### src/rtl/brm_pkg.sv
// ---------------------------------------------------------------------------
// brm_pkg
//   Shared definitions for the binary-rate-multiplier (BRM) generator and
//   decoder blocks.
//
//   Contents:
//     BRM_WIDTH        default rate code width
//     brm_dec_state_t  decoder control state
//     brm_window_len   number of enabled cycles in one BRM period
// ---------------------------------------------------------------------------
package brm_pkg;

  localparam int BRM_WIDTH = 6;

  typedef enum logic [0:0] {
    IDLE = 1'b0,
    RUN  = 1'b1
  } brm_dec_state_t;

  // One BRM period spans 2**width enabled cycles.
  function automatic int brm_window_len(input int width);
    return 1 << width;
  endfunction

endpackage

### src/rtl/brm_window_counter.sv
// ---------------------------------------------------------------------------
// brm_window_counter
//   WIDTH-bit enabled up-counter that wraps modulo 2**WIDTH, with an
//   asynchronous active-low reset and a synchronous clear. Shared between the
//   BRM generator and the rate decoder.
//
//   Ports:
//     clk       in   clock, rising edge
//     clr_n     in   asynchronous active-low reset
//     sync_clr  in   synchronous clear (wins over en)
//     en        in   advance by one this edge
//     cnt       out  WIDTH  current count
//     tc        out  count sits at its last value (2**WIDTH-1); the next
//                    enabled edge wraps it to 0
// ---------------------------------------------------------------------------
module brm_window_counter
  import brm_pkg::*;
#(
  parameter int WIDTH = BRM_WIDTH
) (
  input  logic             clk,
  input  logic             clr_n,
  input  logic             sync_clr,
  input  logic             en,
  output logic [WIDTH-1:0] cnt,
  output logic             tc
);

  localparam int               WIN_LEN  = brm_window_len(WIDTH);
  localparam logic [WIDTH-1:0] WIN_LAST = WIDTH'(WIN_LEN - 1);

  always_ff @(posedge clk or negedge clr_n) begin
    if (!clr_n) begin
      cnt <= '0;
    end else if (sync_clr) begin
      cnt <= '0;
    end else if (en) begin
      cnt <= cnt + 1'b1;
    end
  end

  assign tc = (cnt == WIN_LAST);

endmodule

### src/rtl/brm_rate_decoder.sv
// ---------------------------------------------------------------------------
// brm_rate_decoder
//   Receiving end of a BRM pulse stream. Counts qualified pulses over one
//   full 2**WIDTH enabled-cycle window and reports the recovered rate code.
//   Runs continuously from a start request until stop or reset.
//
//   Ports:
//     clk          in   clock, all state on rising edge
//     clr_n        in   asynchronous active-low reset
//     start        in   one-cycle request: zero counters, (re)enter RUN
//     stop         in   one-cycle request: abort window, go IDLE
//     count_en     in   window advance qualifier
//     pulse_in     in   one BRM output pulse this cycle (only when count_en)
//     rate_out     out  WIDTH+1  pulse count of last completed window
//     rate_valid   out  one-cycle strobe, rate_out has just been updated
//     busy         out  decoder is in RUN
//     window_pos   out  WIDTH  current window counter
//     state_dbg    out  raw control state (0 = IDLE, 1 = RUN)
//
//   Optional build macro BRM_RATE_DECODER_CHECK_EN adds:
//     expect_b     in   WIDTH  expected rate code
//     mismatch     out  sticky: some window result differed from expect_b
//     mismatch_cnt out  8  number of differing windows, saturates at 255
//
//   Handshake: there is no back-pressure. rate_valid is a pure strobe, high
//   for exactly the one cycle after a window completes; rate_out holds its
//   value until the next completed window, so a consumer may sample it at
//   any time and treat rate_valid only as a "new value" marker.
// ---------------------------------------------------------------------------
module brm_rate_decoder
  import brm_pkg::*;
#(
  parameter int WIDTH = BRM_WIDTH
) (
  input  logic             clk,
  input  logic             clr_n,
  input  logic             start,
  input  logic             stop,
  input  logic             count_en,
  input  logic             pulse_in,
`ifdef BRM_RATE_DECODER_CHECK_EN
  input  logic [WIDTH-1:0] expect_b,
  output logic             mismatch,
  output logic [7:0]       mismatch_cnt,
`endif
  output logic [WIDTH:0]   rate_out,
  output logic             rate_valid,
  output logic             busy,
  output logic [WIDTH-1:0] window_pos,
  output logic             state_dbg
);

  brm_dec_state_t   state;
  brm_dec_state_t   state_next;

  logic [WIDTH-1:0] window_cnt;
  logic             window_tc;
  logic [WIDTH:0]   pulse_cnt;
  logic [WIDTH:0]   new_rate;
  logic             advance;
  logic             win_end;

  // start and stop both override counting on their edge; start wins over
  // stop in the state logic, and both zero the counters.
  assign advance  = (state == RUN) && count_en && !start && !stop;
  assign win_end  = advance && window_tc;
  // The pulse arriving on the window-end edge still belongs to the window.
  assign new_rate = pulse_cnt + {{WIDTH{1'b0}}, pulse_in};

  // ---- state register ----
  always_ff @(posedge clk or negedge clr_n) begin
    if (!clr_n) begin
      state <= IDLE;
    end else begin
      state <= state_next;
    end
  end

  // ---- next-state logic ----
  always_comb begin
    state_next = state;
    unique case (state)
      IDLE: if (start) state_next = RUN;
      RUN: begin
        if (start)     state_next = RUN;
        else if (stop) state_next = IDLE;
      end
      default: state_next = IDLE;
    endcase
  end

  // ---- state-decoded outputs ----
  always_comb begin
    busy      = 1'b0;
    state_dbg = 1'b0;
    if (state == RUN) begin
      busy      = 1'b1;
      state_dbg = 1'b1;
    end
  end

  // Window position wraps naturally at the window end, so only start/stop
  // need an explicit clear.
  brm_window_counter #(
    .WIDTH (WIDTH)
  ) u_window_counter (
    .clk      (clk),
    .clr_n    (clr_n),
    .sync_clr (start | stop),
    .en       (advance),
    .cnt      (window_cnt),
    .tc       (window_tc)
  );

  assign window_pos = window_cnt;

  // WIDTH+1 bits so a full window of pulses (unity rate) does not wrap.
  always_ff @(posedge clk or negedge clr_n) begin
    if (!clr_n) begin
      pulse_cnt <= '0;
    end else if (start || stop || win_end) begin
      pulse_cnt <= '0;
    end else if (advance) begin
      pulse_cnt <= new_rate;
    end
  end

  always_ff @(posedge clk or negedge clr_n) begin
    if (!clr_n) begin
      rate_out   <= '0;
      rate_valid <= 1'b0;
    end else begin
      rate_valid <= win_end;
      if (win_end) begin
        rate_out <= new_rate;
      end
    end
  end

`ifdef BRM_RATE_DECODER_CHECK_EN
  always_ff @(posedge clk or negedge clr_n) begin
    if (!clr_n) begin
      mismatch     <= 1'b0;
      mismatch_cnt <= '0;
    end else if (start) begin
      mismatch     <= 1'b0;
      mismatch_cnt <= '0;
    end else if (win_end && (new_rate != {1'b0, expect_b})) begin
      mismatch <= 1'b1;
      if (mismatch_cnt != 8'hFF) begin
        mismatch_cnt <= mismatch_cnt + 8'd1;
      end
    end
  end
`endif

endmodule

### config.mk
export PLATFORM = sky130hd
export DESIGN_NAME = brm_rate_decoder
export DESIGN_NICKNAME = d
export VERILOG_FILES = /design/src/rtl/brm_pkg.sv /design/src/rtl/brm_window_counter.sv /design/src/rtl/brm_rate_decoder.sv
export SDC_FILE = /design/constraint.sdc
export NUM_CORES = 1
export LEC_CHECK = 0
export BUFFER_PORTS_ARGS = -buffer_cell sky130_fd_sc_hd__buf_2
export CORE_MARGIN = 2
export CORE_UTILIZATION = 47
export CTS_CLUSTER_DIAMETER = 50
export DETAILED_ROUTE_END_ITERATION = 6
export PLACE_DENSITY = 0.83
export SKIP_LAST_GASP = 1
export SYNTH_ARGS = -nofsm -noshare
export SYNTH_HDL_FRONTEND = slang
export SYNTH_SLANG_ARGS = --single-unit
### constraint.sdc
create_clock -name clk -period 1.51 [get_ports clk]
set_input_delay 0.2265 -clock clk [delete_from_list [all_inputs] [get_ports clk]]
set_output_delay 0.2265 -clock clk [all_outputs]
set_load 0.05 [all_outputs]
==> results of run 1 <==
## final cells by class
class | instances | area, um2 | area share
Inverter | 1 | 3.75 | 0.00282
Timing Repair Buffer | 33 | 198 | 0.149
Clock buffer | 4 | 26.3 | 0.0198
Tap cell | 28 | 35.0 | 0.0264
Multi-Input combinational cell | 67 | 508 | 0.382
Sequential cell | 22 | 558 | 0.420
## cell usage in the layout (no fill, tap or decap), drive strengths merged, types with 2 or more instances in the layout
| master | instances |
|---|---|
| a22o | 2 |
| mux2 | 4 |
| a32o | 2 |
| xor2 | 6 |
| nand2 | 9 |
| dfrtp | 22 |
| nor3 | 2 |
| and3 | 2 |
| xnor2 | 4 |
| nand3 | 7 |
| or3 | 2 |
| ha | 3 |
| nor2 | 11 |
| buf | 32 |
| a21oi | 7 |
| clkbuf | 4 |
## worst reg2reg max path: cells and delay by family, from the launching register on
family / cells / cell delay [ps]
adder cells (fa/ha/maj): 1 / 160
buffers and inverters: 1 / 180
flip-flops: 1 / 410
multiplexers: 1 / 290
AND/OR/NAND/NOR: 2 / 360
## state kept, by name, indices dropped and copies added (netlist names)
signal / cells
u_window_counter.cnt: 6
rate_valid: 1
pulse_cnt: 7
state: 1
rate_out: 7
## stage by stage
stage,utilization,setup WS [ps],cells
floorplan,-,-223,94
global placement,0.578,-4.75,147
detailed placement,0.578,-41.0,147
CTS,0.613,-4.78,155
global route,0.619,-70.8,155
finish,0.619,-6.86,155
## cell families (layout without fill, tap and decap cells)
family,after synthesis,count (layout),synth area share
compound gates,13,13,0.0817
xor+xnor,10,10,0.0841
fa+ha+maj,3,3,0.0361
buf+inv,5,38,0.0300
flops,22,22,0.529
mux,4,4,0.0541
simple gates,37,37,0.185
## report_power, final
part | internal (W) | leakage, nW | switching (W) | total [W]
logic | 0.0000270 | 0.331 | 0.0000603 | 0.0000873
registers | 0.000594 | 0.295 | 0.00000455 | 0.000598
clock network | 0.000103 | 0.0150 | 0.000169 | 0.000272
## worst paths after layout
path | endpoint | slack, ps | cells after the start
worst max-delay path | rate_out[5] | -7 | 5
max in group asynchronous | state | 750 | 2
worst min register to register | rate_out[1] | 530 | 1
worst min-delay path | state | 120 | 2
worst max register to register | rate_out[5] | -7 | 5
min in group asynchronous | rate_out[1] | 400 | 2
## layer usage
metal,up-vias,GRT usage,routed length [um]
met5,-,0,0
met4,0,0.0405,16
met3,2,0.0263,88
met2,23,0.327,1080
met1,393,0.237,933
li1,389,-,-
## cell usage after synthesis, drive strengths merged
master / count / area (um2)
clkbuf: 1 / 3.75
a21o: 1 / 7.51
and3: 2 / 12.5
xnor2: 4 / 35.0
nor2: 11 / 41.3
a22o: 2 / 17.5
or3: 2 / 12.5
a21oi: 7 / 35.0
ha: 3 / 37.5
or2: 1 / 8.76
nand4: 1 / 6.26
xor2: 6 / 52.6
and2: 1 / 6.26
buf: 3 / 23.8
inv: 1 / 3.75
nand3: 7 / 40.0
nor3: 2 / 10.0
mux2: 4 / 56.3
nand2: 9 / 33.8
o21ai: 1 / 5.00
nor4: 1 / 21.3
dfrtp: 22 / 551
a32o: 2 / 20.0
## what timing repair did
action / 4_1_cts / 5_1_grt
setup endpoints to repair: 5 / 9
hold endpoints to repair: 22 / 0
resized for setup: 3 / 2
hold buffers: 1 / 0
pin swaps: 2 / 0
buffers inserted: 3 / 0
==> run metrics, run 1 <==
Top delay family on crit path=flip-flops; VDD IR-drop max=0.000526 V; pwr/cell area=720 mW/mm2; CP Max Fanout=3; row count=17; Leak=0.641 nW; # port buffers=21; post-synthesis register bit count=22; Distinct cells, synth=27; r2r startpoint=u_window_counter.cnt[0]; fillers=190; Ant. Diodes=0; vias in the first global route=781; initial antenna violation count=0; skew final=9.73 ps; headroom to the max-slew limit=0.682; min-delay worst type=in2reg; CP Data Required Time=1700 ps; worst path bufs/invs=1; setup ws final=-6.86 ps; Critical Path End Type=flop; global-route wire length before repair=3.63 mm; clock sinks=22; endpoints failing hold=0; Worst Min Path Start=start; Area growth syn-to-layout=27.6%; routability cong.=0.813; maxcap violations=0; failing checks=negative setup slack; Cell Area, Synth=0.00104 mm2; Fin Setup TNS=-13.3 ps; die area=0.00261 mm2; total power=0.000957 W; CTS Buf Count=3; Post-DP Area=0.00124 mm2; layout cell share with drive strength beyond 1=0.409; clk buf depth=2; CP peak stage delay=410 ps; H-tree depth=1; Mapped Nets=103; Hold Slack=120 ps; cell with the largest stage delay on the worst path=dfrtp_2; nets=137; Die H=51.1 um; largest net degree at the start of global routing=23; drt drc=0; post-route cell area=0.00133 mm2; Routed WL=2.12 mm; Final ANT Viol Nets=0; Slew @ Worst Pin=477 ps; post-synthesis average cell area=11.1 um2; drt first pass iters=4; Final setup violation count=4; post-DR wirelength/cell=13.7 um; DIE WIDTH=51.1 um; IO Pins=22; WS Path Type=reg2reg; Starting Density=0.485; RSZ-0062 raised after global routing=yes; GRT Util Overall=0.184; CP cell instances=ha_4 > nand3_4 > nor4_4 > buf_4 > mux2_4; sequential-to-total area share from yosys stat=0.529; critical path arrival=1710 ps; clk_lat worst skew=300 ps; core area=0.00215 mm2; Max Fclk=659 MHz; root buffer cell=clkbuf_4; Detail Placement HPWL=1.56 mm; Post-Synthesis Cells=94; startpoint types=flop; drt initial violations=8; period utilisation layout=1.00; status=complete, but fails checks; Clock Pin Slew Worst Setup and Hold Paths=120 ps; CP Launch Point=u_window_counter.cnt[0]; via count=807; DR vias/cell=5.21; warnings from Yosys=0; grt total ovfl=0; CTS tree=built; Final Critical Period=1520 ps; Slew Viols, Final=0
No activity file was read; power rests on OpenSTA's default activity.
==> run 2: changes to the inputs <==
--- a/config.mk
+++ b/config.mk
@@ -7,11 +7,12 @@
 export LEC_CHECK = 0
 export BUFFER_PORTS_ARGS = -buffer_cell sky130_fd_sc_hd__buf_2
 export CORE_MARGIN = 2
-export CORE_UTILIZATION = 47
+export CORE_UTILIZATION = 48
 export CTS_CLUSTER_DIAMETER = 50
 export DETAILED_ROUTE_END_ITERATION = 6
-export PLACE_DENSITY = 0.83
+export PLACE_DENSITY = 0.84
 export SKIP_LAST_GASP = 1
 export SYNTH_ARGS = -nofsm -noshare
 export SYNTH_HDL_FRONTEND = slang
+export SYNTH_HIERARCHICAL = 1
 export SYNTH_SLANG_ARGS = --single-unit
==> run metrics, run 2 <==
endpoints failing hold=0; CTS tree=built; drt initial violations=10; post-synthesis register bit count=22; row count=17; R2R Setup Slk=20 ps; CP cell instances=ha_4 > ha_4 > nand3_4 > or3_4 > a41oi_2; DIE WIDTH=52.5 um; via count=887; clock sinks=22; largest net degree at the start of global routing=23; Area growth syn-to-layout=28.1%; IO Pins=22; H-tree depth=1; CTS Buf Count=3; setup ws final=23.1 ps; critical path arrival=1720 ps; post-route cell area=0.00145 mm2; drt first pass iters=4; drt drc=0; Slew Viols, Final=0; skew final=1.69 ps; Starting Density=0.511; area leader, netlist=dfrtp_1; Mapped Nets=110; pwr/cell area=697 mW/mm2; GRT Util Overall=0.206; Max Fclk=673 MHz; share of async-settable or async-resettable flops after synthesis=1.00; CP Data Required Time=1740 ps; Critical Path End Type=flop; nets=144; min-delay worst type=in2reg; post-DR wirelength/cell=15.0 um; Slew @ Worst Pin=488 ps; biggest regs=pulse_cnt x7, rate_out x7, u_window_counter/cnt x6; die area=0.00276 mm2; Final Non-Filler Cells=162; WS Path Type=reg2reg; CP peak stage delay=410 ps; most common library cells after synthesis=dfrtp_1, nor2_1, nand2_1; Distinct cells, synth=34; Die H=52.5 um; warnings from Yosys=6; headroom to the max-slew limit=0.675; maxcap violations=0; Cell Area, Synth=0.00113 mm2; most frequent cell after synthesis=dfrtp_1; commonest cells after routing, fill and taps aside=buf_2, dfrtp_1, buf_4; most common cell after layout, fill and taps aside=buf_2; DP Worst Slack=-43.9 ps; Routed WL=2.43 mm; number of synthesized flops with an enable pin=0; Detail Placement HPWL=1.76 mm; DR vias/cell=5.48; period utilisation layout=0.985; clk buf depth=2; root buffer cell=clkbuf_4; WHS Path Cells=2; top cells by area, synth=dfrtp_1, mux2_1, ha_1; Top cell by count, worst path=ha_4; vias in the first global route=956; CP Launch Point=pulse_cnt[0]; Worst Min Path Start=start; clk_lat worst skew=310 ps; RSZ-0062 raised after global routing=yes; grt total ovfl=0; Post-Synthesis Cells=101; post-synthesis average cell area=11.2 um2; sequential-to-total area share from yosys stat=0.487; initial antenna violation count=0; r2r worst-path depth=5; # port buffers=21; layout cell share with drive strength beyond 1=0.448; CP Max Fanout=6; Core Util, Final=0.654; core area=0.00221 mm2; r2r startpoint=pulse_cnt[0]; Final ANT Viol Nets=0; VDD IR-drop max=0.000528 V; Leak=0.653 nW; WP depth=5; Ant. Diodes=0; top-area cell type share of the netlist area=0.487; worst path bufs/invs=0; Post-DP Area=0.00134 mm2; Synth Flop Type=dfrtp_1; global-route wire length before repair=4.15 mm; status=finished clean; Top delay family on crit path=simple AND/OR/NAND/NOR gates; # placed instances=155; Clock Pin Slew Worst Setup and Hold Paths=120 ps; startpoint types=flop; routability cong.=0.824; cell with the largest stage delay on the worst path=dfrtp_1; Final setup violation count=0; Final Critical Period=1490 ps
-- run 2: cell count changes after synthesis, sizes merged, moves of 3 or more --
cell    previous run  this run
inv                1         5
xor2               6         3
o21ai              1         6
nand3              7         4
o211ai             0         3
a21oi              7         4
-- run 2: final timing paths --
| path | end |
|---|---|
| setup / recovery | rate_out[6] |
| hold / removal | state |
| setup reg to reg | rate_out[6] |
| hold reg to reg | rate_out[0] |
| max in group asynchronous | u_window_counter/cnt[4] |
| min in group asynchronous | pulse_cnt[4] |
-- run 2: report_power, final --
| part | total [W] | switching (W) | internal [W] | leakage, nW |
|---|---|---|---|---|
| clock | 0.000327 | 0.000180 | 0.000147 | 0.0210 |
| combinational | 0.0000836 | 0.0000548 | 0.0000288 | 0.337 |
| sequential | 0.000598 | 0.00000571 | 0.000593 | 0.295 |
| total | 0.00101 | 0.000240 | 0.000769 | 0.653 |
-- run 2: what timing repair did --
item / CTS / global route
gates resized for setup: 7 / 1
setup buffers: 1 / 2
endpoints found under the hold margin: 22 / 0
setup endpoints to repair: 7 / 9
hold buffers: 1 / 0
pin swaps: 2 / 3
-- run 2: layout make-up --
class	count	area, um2
fillers	199	764
multi-input cells	70	602
flip-flops and latches	22	558
repair buffers	33	198
clock buffers	4	36.3
well taps	28	35.0
inverters	5	18.8
-- run 2: metal layers --
metal	track usage	share of wire
met1	0.235	0.39
met2	0.375	0.57
met3	0.0286	0.037
met4	0.0940	0.0062
met5	0	0
-- run 2: logic make-up after synthesis --
kind of cell / count (synthesis) / share of synthesized area
simple gates: 31 / 0.167
compound gates: 24 / 0.172
flops: 22 / 0.487
buf+inv: 9 / 0.0376
xor+xnor: 7 / 0.0543
mux: 5 / 0.0487
fa+ha+maj: 3 / 0.0332
-- run 2: through the flow --
| step | hold WS, ps | total power, W | TNS [ps] |
|---|---|---|---|
| after floorplan | -69.1 | 0.000656 | -543 |
| after global placement | 209 | 0.000684 | 0 |
| after detailed placement | 217 | 0.000686 | -87.2 |
| after CTS | 143 | 0.00102 | -5.39 |
| after global routing | 146 | 0.00104 | -47.4 |
| final | 152 | 0.00101 | 0 |
